**config.mk**
```make
export PLATFORM = sky130hd
export DESIGN_NAME = gf180mcu_ocd_io_bi_t_ctrl
export DESIGN_NICKNAME = d
export VERILOG_FILES = /design/src/rtl/gf180mcu_ocd_io_pkg.sv /design/src/rtl/gf180mcu_ocd_io_sync2.sv /design/src/rtl/gf180mcu_ocd_io_bi_t_ctrl.sv
export SDC_FILE = /design/constraint.sdc
export NUM_CORES = 1
export LEC_CHECK = 0
export BUFFER_PORTS_ARGS = -buffer_cell sky130_fd_sc_hd__buf_2
export CORE_UTILIZATION = 50
export CTS_BUF_LIST = sky130_fd_sc_hd__clkbuf_8 sky130_fd_sc_hd__clkbuf_16
export DETAILED_ROUTE_END_ITERATION = 10
export GPL_ROUTABILITY_DRIVEN = 0
export PLACE_DENSITY = 0.67
export SETUP_SLACK_MARGIN = 0.2
export SLEW_MARGIN = 25
export SYNTH_ARGS = -nofsm -noshare
export SYNTH_HDL_FRONTEND = slang
export SYNTH_SLANG_ARGS = --single-unit
```
**constraint.sdc**
```tcl
create_clock -name CLK -period 2.6 [get_ports CLK]
set_input_delay 0.39 -clock CLK [delete_from_list [all_inputs] [get_ports CLK]]
set_output_delay 0.39 -clock CLK [all_outputs]
set_load 0.02 [all_outputs]
```
**src/rtl/gf180mcu_ocd_io_pkg.sv**
```systemverilog
// Shared definitions for the gf180mcu bi_t pad controller: FSM states,
// counter width helper and static pad-strap defaults.
package gf180mcu_ocd_io_pkg;

    typedef enum logic [2:0] {
        ST_IDLE,
        ST_TX,
        ST_TURN,
        ST_WAIT_START,
        ST_RX,
        ST_DONE
    } state_e;

    localparam logic [1:0] DEF_DRIVE   = 2'b10;
    localparam logic       DEF_SLEW    = 1'b0;
    localparam logic       DEF_SCHMITT = 1'b1;

    // Width of a counter that must hold values 0..n-1.
    function automatic int unsigned cnt_w(input int unsigned n);
        return (n <= 2) ? 1 : $clog2(n);
    endfunction

    function automatic int unsigned max2(input int unsigned a, input int unsigned b);
        return (a > b) ? a : b;
    endfunction

endpackage

```
**src/rtl/gf180mcu_ocd_io_sync2.sv**
```systemverilog
// Two-flop synchroniser for the pad Y input; resets to the idle-high bus level.
module gf180mcu_ocd_io_sync2 (
    input  logic clk_i,
    input  logic rst_i,
    input  logic d_i,
    output logic q_o
);

    logic meta_q;
    logic sync_q;

    always_ff @(posedge clk_i) begin
        if (rst_i) begin
            meta_q <= 1'b1;
            sync_q <= 1'b1;
        end else begin
            meta_q <= d_i;
            sync_q <= meta_q;
        end
    end

    assign q_o = sync_q;

endmodule

```
**src/rtl/gf180mcu_ocd_io_bi_t_ctrl.sv**
```systemverilog
// Half-duplex single-wire transceiver driving one bi_t pad cell.
// Optional even-parity bit in both directions under `BI_T_CTRL_PARITY_EN.
module gf180mcu_ocd_io_bi_t_ctrl
    import gf180mcu_ocd_io_pkg::*;
#(
    parameter int unsigned DW          = 8,
    parameter int unsigned BIT_DIV     = 16,
    parameter int unsigned TURN_CYC    = 4,
    parameter int unsigned TIMEOUT_CYC = 1024,
    parameter logic [1:0]  DRIVE       = DEF_DRIVE,
    parameter logic        SLEW        = DEF_SLEW,
    parameter logic        SCHMITT     = DEF_SCHMITT
) (
    input  logic          CLK,
    input  logic          RST,
    input  logic          TX_VALID,
    output logic          TX_READY,
    input  logic [DW-1:0] TX_DATA,
    output logic          RX_VALID,
    input  logic          RX_READY,
    output logic [DW-1:0] RX_DATA,
    output logic          RX_TOUT,
    output logic          RX_PERR,
    output logic          PAD_A,
    output logic          PAD_OE,
    output logic          PAD_IE,
    output logic          PAD_PU,
    output logic          PAD_PD,
    output logic          PAD_PDRV0,
    output logic          PAD_PDRV1,
    output logic          PAD_SL,
    output logic          PAD_CS,
    input  logic          PAD_Y
);

`ifdef BI_T_CTRL_PARITY_EN
    localparam int unsigned PAR_BITS = 1;
`else
    localparam int unsigned PAR_BITS = 0;
`endif
    // TX frame: start, data, [parity], stop. RX sample points: start, data, [parity].
    localparam int unsigned NTX   = DW + PAR_BITS + 2;
    localparam int unsigned NRX   = DW + PAR_BITS + 1;
    localparam int unsigned DIV_W = cnt_w(BIT_DIV);
    localparam int unsigned IDX_W = cnt_w(NTX);
    localparam int unsigned CNT_W = cnt_w(max2(TURN_CYC, TIMEOUT_CYC));

    state_e           state_q;
    logic             tx_ready_q;
    logic             rx_valid_q;
    logic [DW-1:0]    rx_data_q;
    logic             rx_tout_q;
    logic             rx_perr_q;
    logic             oe_q;
    logic             a_q;
    logic             ie_q;
    logic [DW-1:0]    tx_sh_q;
    logic [DW-1:0]    rx_sh_q;
    logic [DIV_W-1:0] div_q;
    logic [IDX_W-1:0] idx_q;
    logic [CNT_W-1:0] cnt_q;
`ifdef BI_T_CTRL_PARITY_EN
    logic             tx_par_q;
`endif

    logic             ys;
    logic [DW-1:0]    rx_word_d;
    logic             div_last;

    gf180mcu_ocd_io_sync2 u_sync (
        .clk_i (CLK),
        .rst_i (RST),
        .d_i   (PAD_Y),
        .q_o   (ys)
    );

    always_comb begin
        rx_word_d = {rx_sh_q[DW-2:0], ys};
        div_last  = (div_q == DIV_W'(BIT_DIV - 1));
    end

    always_ff @(posedge CLK) begin
        if (RST) begin
            state_q    <= ST_IDLE;
            tx_ready_q <= 1'b1;
            rx_valid_q <= 1'b0;
            rx_data_q  <= '0;
            rx_tout_q  <= 1'b0;
            rx_perr_q  <= 1'b0;
            oe_q       <= 1'b0;
            a_q        <= 1'b1;
            ie_q       <= 1'b0;
            tx_sh_q    <= '0;
            rx_sh_q    <= '0;
            div_q      <= '0;
            idx_q      <= '0;
            cnt_q      <= '0;
`ifdef BI_T_CTRL_PARITY_EN
            tx_par_q   <= 1'b0;
`endif
        end else begin
            case (state_q)
                ST_IDLE: begin
                    if (TX_VALID) begin
                        tx_sh_q    <= TX_DATA;
`ifdef BI_T_CTRL_PARITY_EN
                        tx_par_q   <= ^TX_DATA;
`endif
                        state_q    <= ST_TX;
                        tx_ready_q <= 1'b0;
                        oe_q       <= 1'b1;
                        a_q        <= 1'b0;
                        div_q      <= '0;
                        idx_q      <= '0;
                    end
                end

                ST_TX: begin
                    if (div_last) begin
                        div_q <= '0;
                        if (idx_q == IDX_W'(NTX - 1)) begin
                            state_q <= ST_TURN;
                            oe_q    <= 1'b0;
                            a_q     <= 1'b1;
                            cnt_q   <= '0;
                        end else begin
                            // idx_q is the bit just finished; load the next one
                            idx_q <= idx_q + 1'b1;
                            if (idx_q < IDX_W'(DW)) begin
                                a_q     <= tx_sh_q[DW-1];
                                tx_sh_q <= {tx_sh_q[DW-2:0], 1'b0};
`ifdef BI_T_CTRL_PARITY_EN
                            end else if (idx_q == IDX_W'(DW)) begin
                                a_q <= tx_par_q;
`endif
                            end else begin
                                a_q <= 1'b1;
                            end
                        end
                    end else begin
                        div_q <= div_q + 1'b1;
                    end
                end

                ST_TURN: begin
                    if (cnt_q == CNT_W'(TURN_CYC - 1)) begin
                        state_q <= ST_WAIT_START;
                        ie_q    <= 1'b1;
                        cnt_q   <= '0;
                    end else begin
                        cnt_q <= cnt_q + 1'b1;
                    end
                end

                ST_WAIT_START: begin
                    if (!ys) begin
                        state_q <= ST_RX;
                        div_q   <= DIV_W'(BIT_DIV / 2);
                        idx_q   <= '0;
                    end else if (cnt_q == CNT_W'(TIMEOUT_CYC - 1)) begin
                        state_q    <= ST_DONE;
                        rx_valid_q <= 1'b1;
                        rx_tout_q  <= 1'b1;
                        rx_perr_q  <= 1'b0;
                        rx_data_q  <= '0;
                        ie_q       <= 1'b0;
                    end else begin
                        cnt_q <= cnt_q + 1'b1;
                    end
                end

                ST_RX: begin
                    if (div_last) begin
                        div_q <= '0;
                        if (idx_q == IDX_W'(NRX - 1)) begin
                            state_q    <= ST_DONE;
                            rx_valid_q <= 1'b1;
                            rx_tout_q  <= 1'b0;
                            ie_q       <= 1'b0;
`ifdef BI_T_CTRL_PARITY_EN
                            rx_data_q  <= rx_sh_q;
                            rx_perr_q  <= (^rx_sh_q) ^ ys;
`else
                            rx_data_q  <= rx_word_d;
                            rx_perr_q  <= 1'b0;
`endif
                        end else begin
                            idx_q <= idx_q + 1'b1;
                            // sample point 0 is mid-start-bit, nothing to shift
                            if (idx_q != '0) begin
                                rx_sh_q <= rx_word_d;
                            end
                        end
                    end else begin
                        div_q <= div_q + 1'b1;
                    end
                end

                ST_DONE: begin
                    if (RX_READY) begin
                        state_q    <= ST_IDLE;
                        rx_valid_q <= 1'b0;
                        tx_ready_q <= 1'b1;
                    end
                end

                default: begin
                    state_q <= ST_IDLE;
                end
            endcase
        end
    end

    assign TX_READY  = tx_ready_q;
    assign RX_VALID  = rx_valid_q;
    assign RX_DATA   = rx_data_q;
    assign RX_TOUT   = rx_tout_q;
    assign RX_PERR   = rx_perr_q;
    assign PAD_A     = a_q;
    assign PAD_OE    = oe_q;
    assign PAD_IE    = ie_q;
    assign PAD_PU    = 1'b1;
    assign PAD_PD    = 1'b0;
    assign PAD_PDRV0 = DRIVE[0];
    assign PAD_PDRV1 = DRIVE[1];
    assign PAD_SL    = SLEW;
    assign PAD_CS    = SCHMITT;

endmodule

```
Yosys cells after proc, flatten, opt, wreduce, memory -nomap -nowiden

Cells that the tools add are included.

Input bits: 13
Output and inout port bits: 21
Word-level logic and storage cells: 130
Register bits after elaboration: 53

Magnitude comparators: 1
Multiplexer cells: 61
Reduce and logical (&&, ||, !) cells: 23
Equality and inequality tests: 25
Add/sub/neg operators: 3
Bitwise gates (word level): 1

Operators with widths:

| kind                                                              | number |
|---|---|
| 8-bit 2-to-1 mux                                                  | 8 |
| 10-bit 2-to-1 mux                                                 | 5 |
| 4-bit 2-to-1 mux                                                  | 8 |
| 8-bit case mux with 2 select lines                                | 2 |
| 10-bit case mux with 3 select lines                               | 1 |
| 3-bit 2-to-1 mux                                                  | 9 |
| 2-bit != test (second input constant)                             | 13 |
| 1-bit 2-to-1 mux                                                  | 18 |
| 3-bit case mux with 6 select lines                                | 1 |
| 4-bit case mux with 4 select lines                                | 1 |
| 5-bit AND reduction                                               | 3 |
| 4-bit == test (second input constant)                             | 3 |
| 4-bit case mux with 3 select lines                                | 1 |
| 6-bit AND reduction                                               | 2 |
| 3-bit nonzero test                                                | 4 |
| 10-bit by 1-bit adder with 10-bit output (second input constant)  | 1 |
| 10-bit == test (second input constant)                            | 1 |
| 10-bit by 2-bit == test with 1-bit output (second input constant) | 1 |
| 1-bit case mux with 2 select lines                                | 5 |
| 3-bit AND reduction                                               | 3 |
| 4-bit by 1-bit adder with 4-bit output (second input constant)    | 2 |
| 4-bit AND reduction                                               | 2 |
| 8-bit AND reduction                                               | 1 |
| 4-bit nonzero test                                                | 2 |
| other kinds (12)                                                  | 17 |

Depth between registers and ports, before layout

Depth after elaboration: 5
Depth in mapped cells: 8
Mapped depth without buffers: 7

By module

From an unflattened synthesis, not the netlist that was laid out.

Cells, all modules: 312
Area total of the unflattened synthesis: 2672.6 sq um

Modules (own cells, without submodules):

| module                    | area an instance (sq um) | cells an instance | times used |
|---|---|---|---|
| gf180mcu_ocd_io_bi_t_ctrl | 2620.0                   | 308               | 1 |
| gf180mcu_ocd_io_sync2     | 52.6                     | 4                 | 1 |

Least setup slack after synthesis

OpenSTA, ideal clock, no wires.

Path kind: reg-to-reg
Start point: register cnt_q[0]
End point: register cnt_q[5]
Arrival: 2.060 ns
Period minus slack after synthesis: 2.178 ns
Stages on the path, launching flop included: 7
Slack: 0.422 ns
Cells stage by stage: dfxtp_1 ha_1 or4b_4 or4_4 o21ai_4 o21ai_1 a32o_1

Longest elaborated chain between the ends: 4

Ends and longest elaborated chain:

| item                                     | RTL line                                                           | source |
|---|---|---|
| start: declaration                       | gf180mcu_ocd_io_bi_t_ctrl.sv:61                                    | `logic [CNT_W-1:0] cnt_q;` |
| start signal: assignment                 | gf180mcu_ocd_io_bi_t_ctrl.sv:151                                   | `cnt_q <= cnt_q + 1'b1;` |
| start signal: assignment                 | gf180mcu_ocd_io_bi_t_ctrl.sv:168                                   | `cnt_q <= cnt_q + 1'b1;` |
| 10-bit by 1-bit adder with 10-bit output | gf180mcu_ocd_io_bi_t_ctrl.sv:151, gf180mcu_ocd_io_bi_t_ctrl.sv:168 |  |
| 10-bit 2-to-1 mux                        | gf180mcu_ocd_io_bi_t_ctrl.sv:160                                   | `end else if (cnt_q == CNT_W'(TIMEOUT_CYC - 1)) begin` |
| 10-bit 2-to-1 mux                        | gf180mcu_ocd_io_bi_t_ctrl.sv:156                                   | `if (!ys) begin` |
| 10-bit case mux with 3 select lines      | gf180mcu_ocd_io_bi_t_ctrl.sv:102                                   | `case (state_q)` |

Parallel ways exist; a longest one is shown, timed or not. The select of a mux whose other input is x is not followed.
A chain may end at the register's enable or synchronous reset.

Worst setup path after layout

Ends and elaborated chain as after synthesis.

==> results.py <==
metrics = {
    "outcome": {
        "status": "completed",
    },
    "job": {
        "drv_cap": 0,
    },
    "cts": {
        "cts_tree": "built",
        "clkLatencyLatePin_ns": 0.31,
        "clk_pin_slew_ns": 0.09,
        "h-tree-depth": 2,
        "cts-buffers-inserted": 5,
        "clock-sinks": 52,
        "cts_resized": 0,
        "post-cts-setup-buffers": 0,
        "cts_hold_buf": 0,
        "clock_path_buffers": 2,
        "cts_root_buffer": "clkbuf_8",
    },
    "synth": {
        "synth_top_family_by_area": "compound AO/OA/AOI/OAI gates",
        "avgSynthCellArea_um2": 8.645,
        "yosys_warnings": 0,
        "synth_edf_count": 0,
        "synthDistinctLibCells": 64,
        "ys_async_sr_fraction": 0,
        "synth_xor_area_frac": 0,
        "synth_fa_ha_area_frac": 0.02334,
        "synth-compound-area-share": 0.2484,
        "netlist_instances": 310,
        "synth_mux_area_frac": 0.05602,
        "ys_seq_area_frac": 0.3884,
        "syn_area_um2": 2680,
        "synth_seq_cells": 52,
        "yosys.area_share.simple": 0.2274,
        "synth-main-ff-cell": "dfxtp_1",
    },
    "worst_setup_path": {
        "rr_endpoint": "cnt_q[5]",
        "crit_path_start_kind": "flip-flop",
        "slowest_delay_ns": 0.53,
        "critical_path_arrival_ns": 2.47,
        "regToRegSetupSlack_ns": 0.34,
        "worstPathRequired_ns": 2.80,
        "worst-r2r-cell-count": 6,
        "rr_startpoint": "cnt_q[0]",
        "worstSetupPathType": "flip-flop to flip-flop",
        "critical-path-top-delay-family": "simple AND/OR/NAND/NOR gates",
        "crit_buf_inv": 0,
        "crit_path_top_delay_cell": "or4_4",
        "crit_chain": "ha_2 -> or4b_4 -> or4_4 -> o21ai_4 -> o21ai_1 -> a32o_1",
        "critPathCaptureType": "flip-flop",
        "worstPathMaxFanout": 6,
    },
    "timing": {
        "rsz0062_at_grt": "false",
        "hold_viol": 0,
        "slew_violations": 0,
        "setup_violations": 0,
        "hold_slack_ns": 0.2640,
        "fin_crit_ns": 2.262,
        "fin_tns_setup_ns": 0,
        "fmax_mhz": 442.0,
        "period_share": 0.8702,
        "fin_ws_ns": 0.3376,
        "timing.slew.headroom": 0.6589,
        "tightest_slew_ns": 0.5074,
        "clock_skew_ns": 0.007761,
    },
    "global_route": {
        "grt_max_degree": 30,
        "antenna_found_initial": 0,
        "grt_pass1_wl_um": 9618,
        "grt_overflow_total": 0,
        "track_usage": 0.2232,
        "grt_pass1_vias": 2056,
    },
    "pwr": {
        "peakVddDrop_mv": 0.2956,
        "p_leak_nw": 1.156,
        "finalPower_w": 0.001717,
        "cellPowerDensity_nw_per_um2": 570.4,
    },
    "place": {
        "port_buffers": 26,
        "pre_cts_slack_ns": 0.2361,
        "place_inst": 401,
        "place_hpwl_um": 4060,
    },
    "drt": {
        "dr_total_vias": 2350,
        "drc": 0,
        "drtIter0Drc": 156,
        "vias_per_cell": 5.746,
        "wl_um": 5799,
        "routedWlPerCell_um": 14.18,
        "dr.pass1.iters": 4,
        "drt.antenna.violating_nets": 0,
    },
    "finish": {
        "fillCellCount": 508,
        "areaGrowthSynthToFinish_pct": 12.33,
        "drive_gt1_frac": 0.2006,
        "ff_latch_area_um2": 1044,
        "stdcell_count": 409,
        "nNetsFinal": 356,
        "antenna_cells": 0,
        "multiInputGateArea_um2": 1529,
        "final_cell_mix": "dfxtp_1 (50), nand2_1 (28), nor2_1 (26), buf_2 (26), a21oi_1 (23)",
        "mostFrequentLayoutCell": "dfxtp_1",
    },
    "min_path": {
        "min_path_type": "input port to flip-flop",
        "holdPathStages": 2,
        "worstHoldStart": "PAD_Y",
        "min_to": "u_sync.meta_q",
    },
    "die": {
        "die_area_um2": 5657,
        "start_util": 0.5214,
        "io_pins": 34,
        "die_h_um": 75.21,
        "die_w_um": 75.21,
        "core-area_um2": 5140,
        "row_count": 26,
    },
}
[cells in the mapped netlist (3+ instances only)]
master,count,area share
dfxtp_1,52,0.39
nand2_1,28,0.039
nor2_1,26,0.036
a21oi_1,23,0.043
mux2i_1,15,0.056
nand3_1,13,0.024
a211oi_1,9,0.025
o2111ai_1,9,0.029
nor3_1,8,0.015
o21ai_0,8,0.015
buf_4,7,0.020
clkbuf_1,7,0.0098
buf_2,6,0.011
and3_1,5,0.012
ha_1,5,0.023
inv_1,5,0.0070
nand2b_1,5,0.012
a31oi_1,4,0.0093
and2_1,4,0.0093
nor2b_1,4,0.0093
a32o_1,3,0.011
buf_1,3,0.0042
o21a_1,3,0.0084
o21ai_1,3,0.0056
o21bai_1,3,0.0084
o31ai_1,3,0.0084
[worst register-to-register path, cell delays in order, from the launching register on]
cell and delay [ns]:
dfxtp_2 0.38, ha_2 0.22, or4b_4 0.47, or4_4 0.53, o21ai_4 0.20, o21ai_1 0.10
a32o_1 0.26
[routing by layer]
| layer | global-route usage | part of all wire |
|---|---|---|
| met1 | 0.3059 | 0.49 |
| met2 | 0.3534 | 0.45 |
| met3 | 0.04819 | 0.044 |
| met4 | 0.06790 | 0.010 |
| met5 | 0 | 0 |
[worst max path at each step]
stage	startpoint	end	cells past startpoint
final	cnt_q[0]	cnt_q[5]	6
after global routing	cnt_q[0]	cnt_q[5]	6
after floorplan	cnt_q[0]	cnt_q[5]	6
after detailed placement	cnt_q[0]	cnt_q[8]	6
after CTS	cnt_q[0]	cnt_q[8]	6
after global placement	cnt_q[0]	cnt_q[8]	6
[per-stage QoR]
stage               instance area [um2]    util
floorplan                          2699       -
global placement                   2903  0.5648
detailed placement                 2903  0.5648
CTS                                2999  0.5835
global route                       3010  0.5857
finish                             3010  0.5857
[layout make-up]
class                           count  area share
Tap cell                           70     0.02909
Sequential cell                    52      0.3466
Clock buffer                        6     0.02743
Timing Repair Buffer               40     0.07814
Inverter                            5    0.006234
Multi-Input combinational cell    234      0.5079
Clock inverter                      2    0.004572
[power by group]
group | switching [W] | internal [W] | leakage, nW
combinational | 0.000199 | 0.000144 | 0.681
clock | 0.000272 | 0.000218 | 0.0516
sequential | 0.0000448 | 0.000839 | 0.424
total | 0.000515 | 0.00120 | 1.16
[registers in the layout (all words and copies together) (netlist names)]
signal,count
cnt_q,10
RX_DATA,8
tx_sh_q,8
rx_sh_q,7
div_q,4
idx_q,4
state_q,3
PAD_A,1
PAD_IE,1
PAD_OE,1
RX_TOUT,1
RX_VALID,1
TX_READY,1
u_sync.meta_q,1
u_sync.q_o,1
[cells by family (layout without fill, tap and decap cells)]
group | count (synthesis) | after routing
AO/OA/AOI/OAI | 92 | 92
multiplexers | 15 | 15
flip-flops | 52 | 52
adder cells (fa/ha/maj) | 5 | 5
AND/OR/NAND/NOR | 115 | 115
buffers and inverters | 29 | 53
other | 2 | 7
No activity file was read; power rests on OpenSTA's default activity.
